==> src/rtl/ysyx_23060136_ifu_fetch_pkg.sv <==
`default_nettype none
// ============================================================================
// Module      : ysyx_23060136_ifu_fetch_pkg
// Description : Shared widths, reset PC and fetch FSM state encoding for IFU.
// Revision    : 1.0 - initial release
// ============================================================================
package ysyx_23060136_ifu_fetch_pkg;

    localparam int BITS_W = 64;
    localparam int INST_W = 32;

    localparam logic [BITS_W-1:0] RST_PC = 64'h0000_0000_8000_0000;

    typedef enum logic [1:0] {
        S_REQ  = 2'd0,
        S_WAIT = 2'd1,
        S_HOLD = 2'd2,
        S_DROP = 2'd3
    } ifu_state_e;

endpackage
`default_nettype wire

==> src/rtl/ysyx_23060136_ifu_fetch.sv <==
`default_nettype none
// ============================================================================
// Module      : ysyx_23060136_ifu_fetch
// Description : Single-outstanding instruction fetch unit with a one-entry
//               slot towards IDU and redirect squashing of in-flight fetches.
// Revision    : 1.0 - initial release
// ============================================================================
module ysyx_23060136_ifu_fetch
    import ysyx_23060136_ifu_fetch_pkg::*;
#(
    parameter logic [63:0] RST_PC = ysyx_23060136_ifu_fetch_pkg::RST_PC
) (
    input  logic                clk,
    input  logic                rst,

    output logic [BITS_W-1:0]   IFU_o_araddr,
    output logic                IFU_o_arvalid,
    input  logic                IFU_i_arready,
    input  logic [INST_W-1:0]   IFU_i_rdata,
    input  logic [1:0]          IFU_i_rresp,
    input  logic                IFU_i_rvalid,
    output logic                IFU_o_rready,

    input  logic                EXU_i_redirect,
    input  logic [BITS_W-1:0]   EXU_i_redirect_pc,

    output logic [BITS_W-1:0]   IFU_o_pc,
    output logic [INST_W-1:0]   IFU_o_inst,
    output logic                IFU_o_commit,
    output logic                IFU_o_fetch_err,
    output logic                IFU_o_valid,
    input  logic                IDU_i_ready
);

    ifu_state_e         r_state;
    ifu_state_e         w_state_nxt;

    logic [BITS_W-1:0]  r_fetch_pc;
    logic [BITS_W-1:0]  w_fetch_pc_nxt;
    logic [BITS_W-1:0]  r_redir_pc;
    logic [BITS_W-1:0]  w_redir_pc_nxt;
    logic               r_redir_pend;
    logic               w_redir_pend_nxt;

    logic [BITS_W-1:0]  r_slot_pc;
    logic [INST_W-1:0]  r_slot_inst;
    logic               r_slot_err;
    logic               w_slot_load;
    logic               w_resp_err;

    assign w_resp_err = (IFU_i_rresp != 2'b00);

    // ------------------------------------------------------------------------
    // Next-state logic; a redirect takes priority over every other event.
    // ------------------------------------------------------------------------
    always_comb begin
        w_state_nxt      = r_state;
        w_fetch_pc_nxt   = r_fetch_pc;
        w_redir_pc_nxt   = EXU_i_redirect ? EXU_i_redirect_pc : r_redir_pc;
        w_redir_pend_nxt = r_redir_pend;
        w_slot_load      = 1'b0;

        case (r_state)
            S_REQ: begin
                // The request already on the bus is never withdrawn; a
                // redirect only marks its eventual response as wrong-path.
                if (EXU_i_redirect) begin
                    w_redir_pend_nxt = 1'b1;
                end
                if (IFU_i_arready) begin
                    w_state_nxt = (EXU_i_redirect || r_redir_pend) ? S_DROP : S_WAIT;
                end
            end

            S_WAIT: begin
                if (EXU_i_redirect) begin
                    if (IFU_i_rvalid) begin
                        w_state_nxt      = S_REQ;
                        w_fetch_pc_nxt   = EXU_i_redirect_pc;
                        w_redir_pend_nxt = 1'b0;
                    end else begin
                        w_state_nxt      = S_DROP;
                        w_redir_pend_nxt = 1'b1;
                    end
                end else if (IFU_i_rvalid) begin
                    w_slot_load    = 1'b1;
                    w_fetch_pc_nxt = r_fetch_pc + 64'd4;
                    w_state_nxt    = S_HOLD;
                end
            end

            S_HOLD: begin
                if (EXU_i_redirect) begin
                    w_state_nxt    = S_REQ;
                    w_fetch_pc_nxt = EXU_i_redirect_pc;
                end else if (IDU_i_ready) begin
                    w_state_nxt = S_REQ;
                end
            end

            S_DROP: begin
                // Latest redirect target wins, even one arriving with rvalid.
                if (IFU_i_rvalid) begin
                    w_state_nxt      = S_REQ;
                    w_fetch_pc_nxt   = w_redir_pc_nxt;
                    w_redir_pend_nxt = 1'b0;
                end
            end

            default: begin
                w_state_nxt = S_REQ;
            end
        endcase
    end

    always_ff @(posedge clk or negedge rst) begin
        if (!rst) begin
            r_state      <= S_REQ;
            r_fetch_pc   <= RST_PC;
            r_redir_pc   <= '0;
            r_redir_pend <= 1'b0;
        end else begin
            r_state      <= w_state_nxt;
            r_fetch_pc   <= w_fetch_pc_nxt;
            r_redir_pc   <= w_redir_pc_nxt;
            r_redir_pend <= w_redir_pend_nxt;
        end
    end

    always_ff @(posedge clk or negedge rst) begin
        if (!rst) begin
            r_slot_pc   <= '0;
            r_slot_inst <= '0;
            r_slot_err  <= 1'b0;
        end else if (w_slot_load) begin
            r_slot_pc   <= r_fetch_pc;
            r_slot_inst <= IFU_i_rdata;
            r_slot_err  <= w_resp_err;
        end
    end

    // Handshake outputs are gated by reset so they drop the moment it asserts.
    assign IFU_o_arvalid   = rst && (r_state == S_REQ);
    assign IFU_o_araddr    = IFU_o_arvalid ? r_fetch_pc : '0;
    assign IFU_o_rready    = rst && ((r_state == S_WAIT) || (r_state == S_DROP));
    assign IFU_o_valid     = rst && (r_state == S_HOLD);
    assign IFU_o_commit    = IFU_o_valid;

    assign IFU_o_pc        = r_slot_pc;
    assign IFU_o_inst      = r_slot_inst;
    assign IFU_o_fetch_err = r_slot_err;

endmodule
`default_nettype wire

==> config.mk <==
export PLATFORM = sky130hd
export DESIGN_NAME = ysyx_23060136_ifu_fetch
export DESIGN_NICKNAME = d
export VERILOG_FILES = /design/src/rtl/ysyx_23060136_ifu_fetch_pkg.sv /design/src/rtl/ysyx_23060136_ifu_fetch.sv
export SDC_FILE = /design/constraint.sdc
export NUM_CORES = 1
export LEC_CHECK = 0
export ABC_AREA = 1
export CAP_MARGIN = 20
export CORE_MARGIN = 1.5
export CORE_UTILIZATION = 50
export CTS_CLUSTER_DIAMETER = 120
export DETAILED_ROUTE_END_ITERATION = 12
export GPL_ROUTABILITY_DRIVEN = 1
export GPL_TIMING_DRIVEN = 1
export PLACE_DENSITY = 0.81
export SETUP_SLACK_MARGIN = 0.4
export SYNTH_ARGS = -nofsm -noshare
export SYNTH_HDL_FRONTEND = slang
export SYNTH_SLANG_ARGS = --single-unit
==> constraint.sdc <==
create_clock -name clk -period 4.1 [get_ports clk]
set_input_delay 0.615 -clock clk [delete_from_list [all_inputs] [get_ports clk]]
set_output_delay 0.615 -clock clk [all_outputs]
set_load 0.02 [all_outputs]
==> impl_summary.md <==
Place
The final estimated routing congestion in global placement is 0.975. At the placement stage, the worst setup path has a slack of 1.13 ns. Buffers placed on the I/O ports in this run total 268. Detailed placement finished with a half-perimeter wire length of 29,400 microns. Including well taps, the total number of placed cells is 2,093.

Detailed routing
The number of vias in the routed layout is 11,900. Dividing the detail-routed wire length by the instance count gives 18.7 microns. After detailed routing, the number of remaining DRC violations is 0. The count of nets left with antenna violations once routing finished came out at 0. The first-pass iteration count of the detailed router is 6. The routed design has 39,800 microns of wire. The ratio of routed vias to standard cells is 5.57. The count of routing violations after the opening detailed-route iteration is 1,256.

Worst setup path
The element type at the critical path end is an output port. At the worst endpoint, the arrival time is 2.92 ns. The cell that appears most often on the critical path is sky130_fd_sc_hd__nor2_1.

The worst setup path is launched from a flop. The critical path starts at r_state[1]. The worst path required time is 3.48 ns. The top fanout value on the critical path is 64. The critical path in this run is classified as flop to output port. The source of the worst register-to-register timing path is r_state[0]. For this run, the slowest stage of the critical path takes 0.73 ns.

The critical path goes through inv_1 > nand2_1 > nor2_1 > inv_2 > nor2_1 > clkdlybuf4s50_1. The cell at the slowest stage of the critical path is sky130_fd_sc_hd__inv_2.

Cells and area
The multi-input combinational cells in the finished layout cover a total of 5370 sq um. The count of inserted antenna diode cells is 0. The final core area utilization is 66.2%. The final layout contains 1,906 nets. The post-route netlist has 7.00% of its cells at a drive strength greater than 1. The count of fill cells added during filler insertion is 1,996.

The finished layout holds 2,134 standard cells, fillers aside. In the final layout, flip-flops and latches occupy 5710 sq um. The area growth from synthesis to final layout is 30.6%.

Timing
The remaining max-slew budget at the tightest pin is 29.4%. The final worst clock skew is 0.0103 ns. The final count of pins violating max slew came to 0. The number of endpoints with negative hold slack in the final report is 0.

The shortest clock period the worst path allows after layout is 3.53 ns. At the pin with the least slew margin, the transition time is 1.06 ns. The achievable frequency is 0.283 GHz. The worst setup margin is 0.569 ns.

The final setup TNS is 0 ns. Setup violations remaining at the end of the flow were counted as 0. Hold is met by 0.241 ns. Setup repair after global routing left no endpoint under its margin. Dividing the final minimum period by the clock period gives 86.1%.

Job
The number of max-capacitance violations reported is 0.

Logic synthesis
The net count after synthesis is 1,670. A synthesized cell averages 7.56 sq um. Sequential elements use 48.2% of the synthesized area.

The count of different cell masters after synthesis is 34. In this run the cell area of the synthesized design comes to 11,800 sq um. The cell count after synthesis is 1,565. In this run, synthesis produced a sequential element count of 228. Yosys printed 0 warnings.

Global routing
The initial antenna violation count was 2. The overall global routing resource usage is 31.9%. The number of global-route vias before repair came to 10,900.

The total global routing overflow is 0. The first global-routing pass estimated 60,300 microns of wire. Entering global routing, the biggest net connects 170 pins.

Clock tree
TritonCTS built the clock tree. The buffer levels on the longest clock path is 3. CTS saw 228 sinks. The later pin in the worst-skew pair is clocked with a latency of 0.54 ns. The number of buffers created by CTS is 25. The library cell used as clock root buffer is sky130_fd_sc_hd__clkbuf_16. The post-CTS setup-driven buffer insertion count is 0. CTS built an H-tree with a depth of 1. Clock-pin slew was measured on the worst setup and hold paths at 0.06 ns. Gates resized during post-CTS repair numbered 0. The number of hold buffers added after cts is 0.

Floorplanning
The die covers 24,600 sq um. The core box area is 23,300 sq um. The die height is 157 microns.

Once the floorplan was initialized, standard cells occupied 50.7% of the core. In this run the horizontal extent of the chip is 157 microns. The top-level I/O count is 269.

The floorplan has 56 rows.

Power
VDD sags by at most 524 uV. The cell leakage power is 7.01 nW. The power per standard cell area is 741 nW/um^2.

Min path
The min-delay analysis places its worst path in the category input port to asynchronous set/reset pin.

Status
The run finished with clean final reports.
## cell families after synthesis
family	Yosys count	synth area share (%)
adders and majority gates	1	0.106
buffers and inverters	184	6.41
DFF	228	48.2
xor gates and xnor gates	12	0.888
AOI/OAI and AO/OA	249	14.6
and+or+nand+nor	891	29.8
## path summary, 6_finish.rpt
| path | to | slack (ns) | cells past startpoint |
|---|---|---|---|
| setup reg to reg | r_fetch_pc[8] | 1.51 | 7 |
| hold / removal | r_fetch_pc[23] | 0.24 | 2 |
| min in group clk | IFU_o_inst[10] | 0.47 | 2 |
| hold reg to reg | IFU_o_inst[10] | 0.47 | 2 |
| max in group asynchronous | r_fetch_pc[8] | 2.39 | 3 |
| setup / recovery | IFU_o_araddr[61] | 0.57 | 6 |
## stage by stage
stage,cell area (sq um),power [mW]
global route,15500,12.1
detailed placement,14700,9.25
CTS,15500,11.4
global placement,14700,9.13
finish,15500,11.5
floorplan,11800,6.83
## cells in the final DEF, fill, tap and decap left out, drive strengths merged, types with 2 or more instances in the layout
cell type        n
inv            111
clkdlybuf4s50  266
o211ai          10
o21ai          128
a21oi           45
nor3             5
clkbuf          33
buf             16
nand4           13
xor2            12
a41oi            2
dfrtp          227
nor2           241
a22oi            8
nand3           37
a221oi          44
nand2          594
a31oi            9
clkinv           8
## per-layer routing
metal / vias to the layer above / track usage [%] / wire, microns
li1: 5500 / - / -
met1: 5638 / 44.7 / 16700
met2: 644 / 48.6 / 17400
met3: 99 / 8.64 / 4610
met4: 4 / 9.07 / 1040
met5: - / 0 / 22
## registers in the layout, indices dropped and copies added (netlist names)
register,cells
IFU_o_pc,64
r_fetch_pc,64
r_redir_pc,64
IFU_o_inst,32
r_state,2
IFU_o_fetch_err,1
r_redir_pend,1
## Yosys cell counts
master	n	area, sq um
sky130_fd_sc_hd__nand2_1	585	2200
sky130_fd_sc_hd__dfrtp_1	227	5680
sky130_fd_sc_hd__nor2_1	226	848
sky130_fd_sc_hd__inv_1	102	383
sky130_fd_sc_hd__o21ai_0	71	355
sky130_fd_sc_hd__o21ai_1	56	280
sky130_fd_sc_hd__a21oi_1	45	225
sky130_fd_sc_hd__a221oi_2	37	556
sky130_fd_sc_hd__nand3_1	37	185
sky130_fd_sc_hd__buf_2	36	180
sky130_fd_sc_hd__clkbuf_1	27	101
sky130_fd_sc_hd__nand4_1	13	81.3
sky130_fd_sc_hd__xor2_1	12	105
sky130_fd_sc_hd__o211ai_1	10	75.1
sky130_fd_sc_hd__a31oi_1	9	56.3
sky130_fd_sc_hd__nand2_2	9	56.3
sky130_fd_sc_hd__nor2_2	9	56.3
sky130_fd_sc_hd__a22oi_1	8	60.1
sky130_fd_sc_hd__inv_2	8	30.0
sky130_fd_sc_hd__a221oi_1	7	61.3
sky130_fd_sc_hd__nor2_4	6	67.6
sky130_fd_sc_hd__buf_1	5	18.8
sky130_fd_sc_hd__nor3_1	5	25.0
sky130_fd_sc_hd__buf_4	4	30.0
sky130_fd_sc_hd__a41oi_1	2	17.5
sky130_fd_sc_hd__a211oi_1	1	7.51
sky130_fd_sc_hd__a32oi_1	1	8.76
sky130_fd_sc_hd__buf_6	1	11.3
sky130_fd_sc_hd__clkinv_1	1	3.75
sky130_fd_sc_hd__dfstp_2	1	26.3
sky130_fd_sc_hd__ha_1	1	12.5
sky130_fd_sc_hd__nor4_1	1	6.26
sky130_fd_sc_hd__o21a_1	1	7.51
sky130_fd_sc_hd__o21ai_4	1	16.3
## area by class of cell
type,count,area share (%)
multi-input combinational,1153,34.7
inverter,111,2.71
clock buffer,33,4.57
sequential,228,36.9
tap,319,2.58
timing repair buffer,282,18.2
clock inverter,8,0.283
## where the power goes
part / switching [mW] / leakage [nW] / internal [mW] / total, mW
Clock: 0.918 / 0.379 / 1.20 / 2.11
Combinational: 3.52 / 3.85 / 2.02 / 5.53
Sequential: 0.731 / 2.78 / 3.08 / 3.81
Total: 5.17 / 7.01 / 6.29 / 11.5
## worst max-delay path, delay by kind of cell (launching register included)
| kind | cells | cell delay, ns |
|---|---|---|
| simple gates | 3 | 0.42 |
| flops | 1 | 0.45 |
| buf+inv | 3 | 1.43 |
No activity file was read; power rests on OpenSTA's default activity.
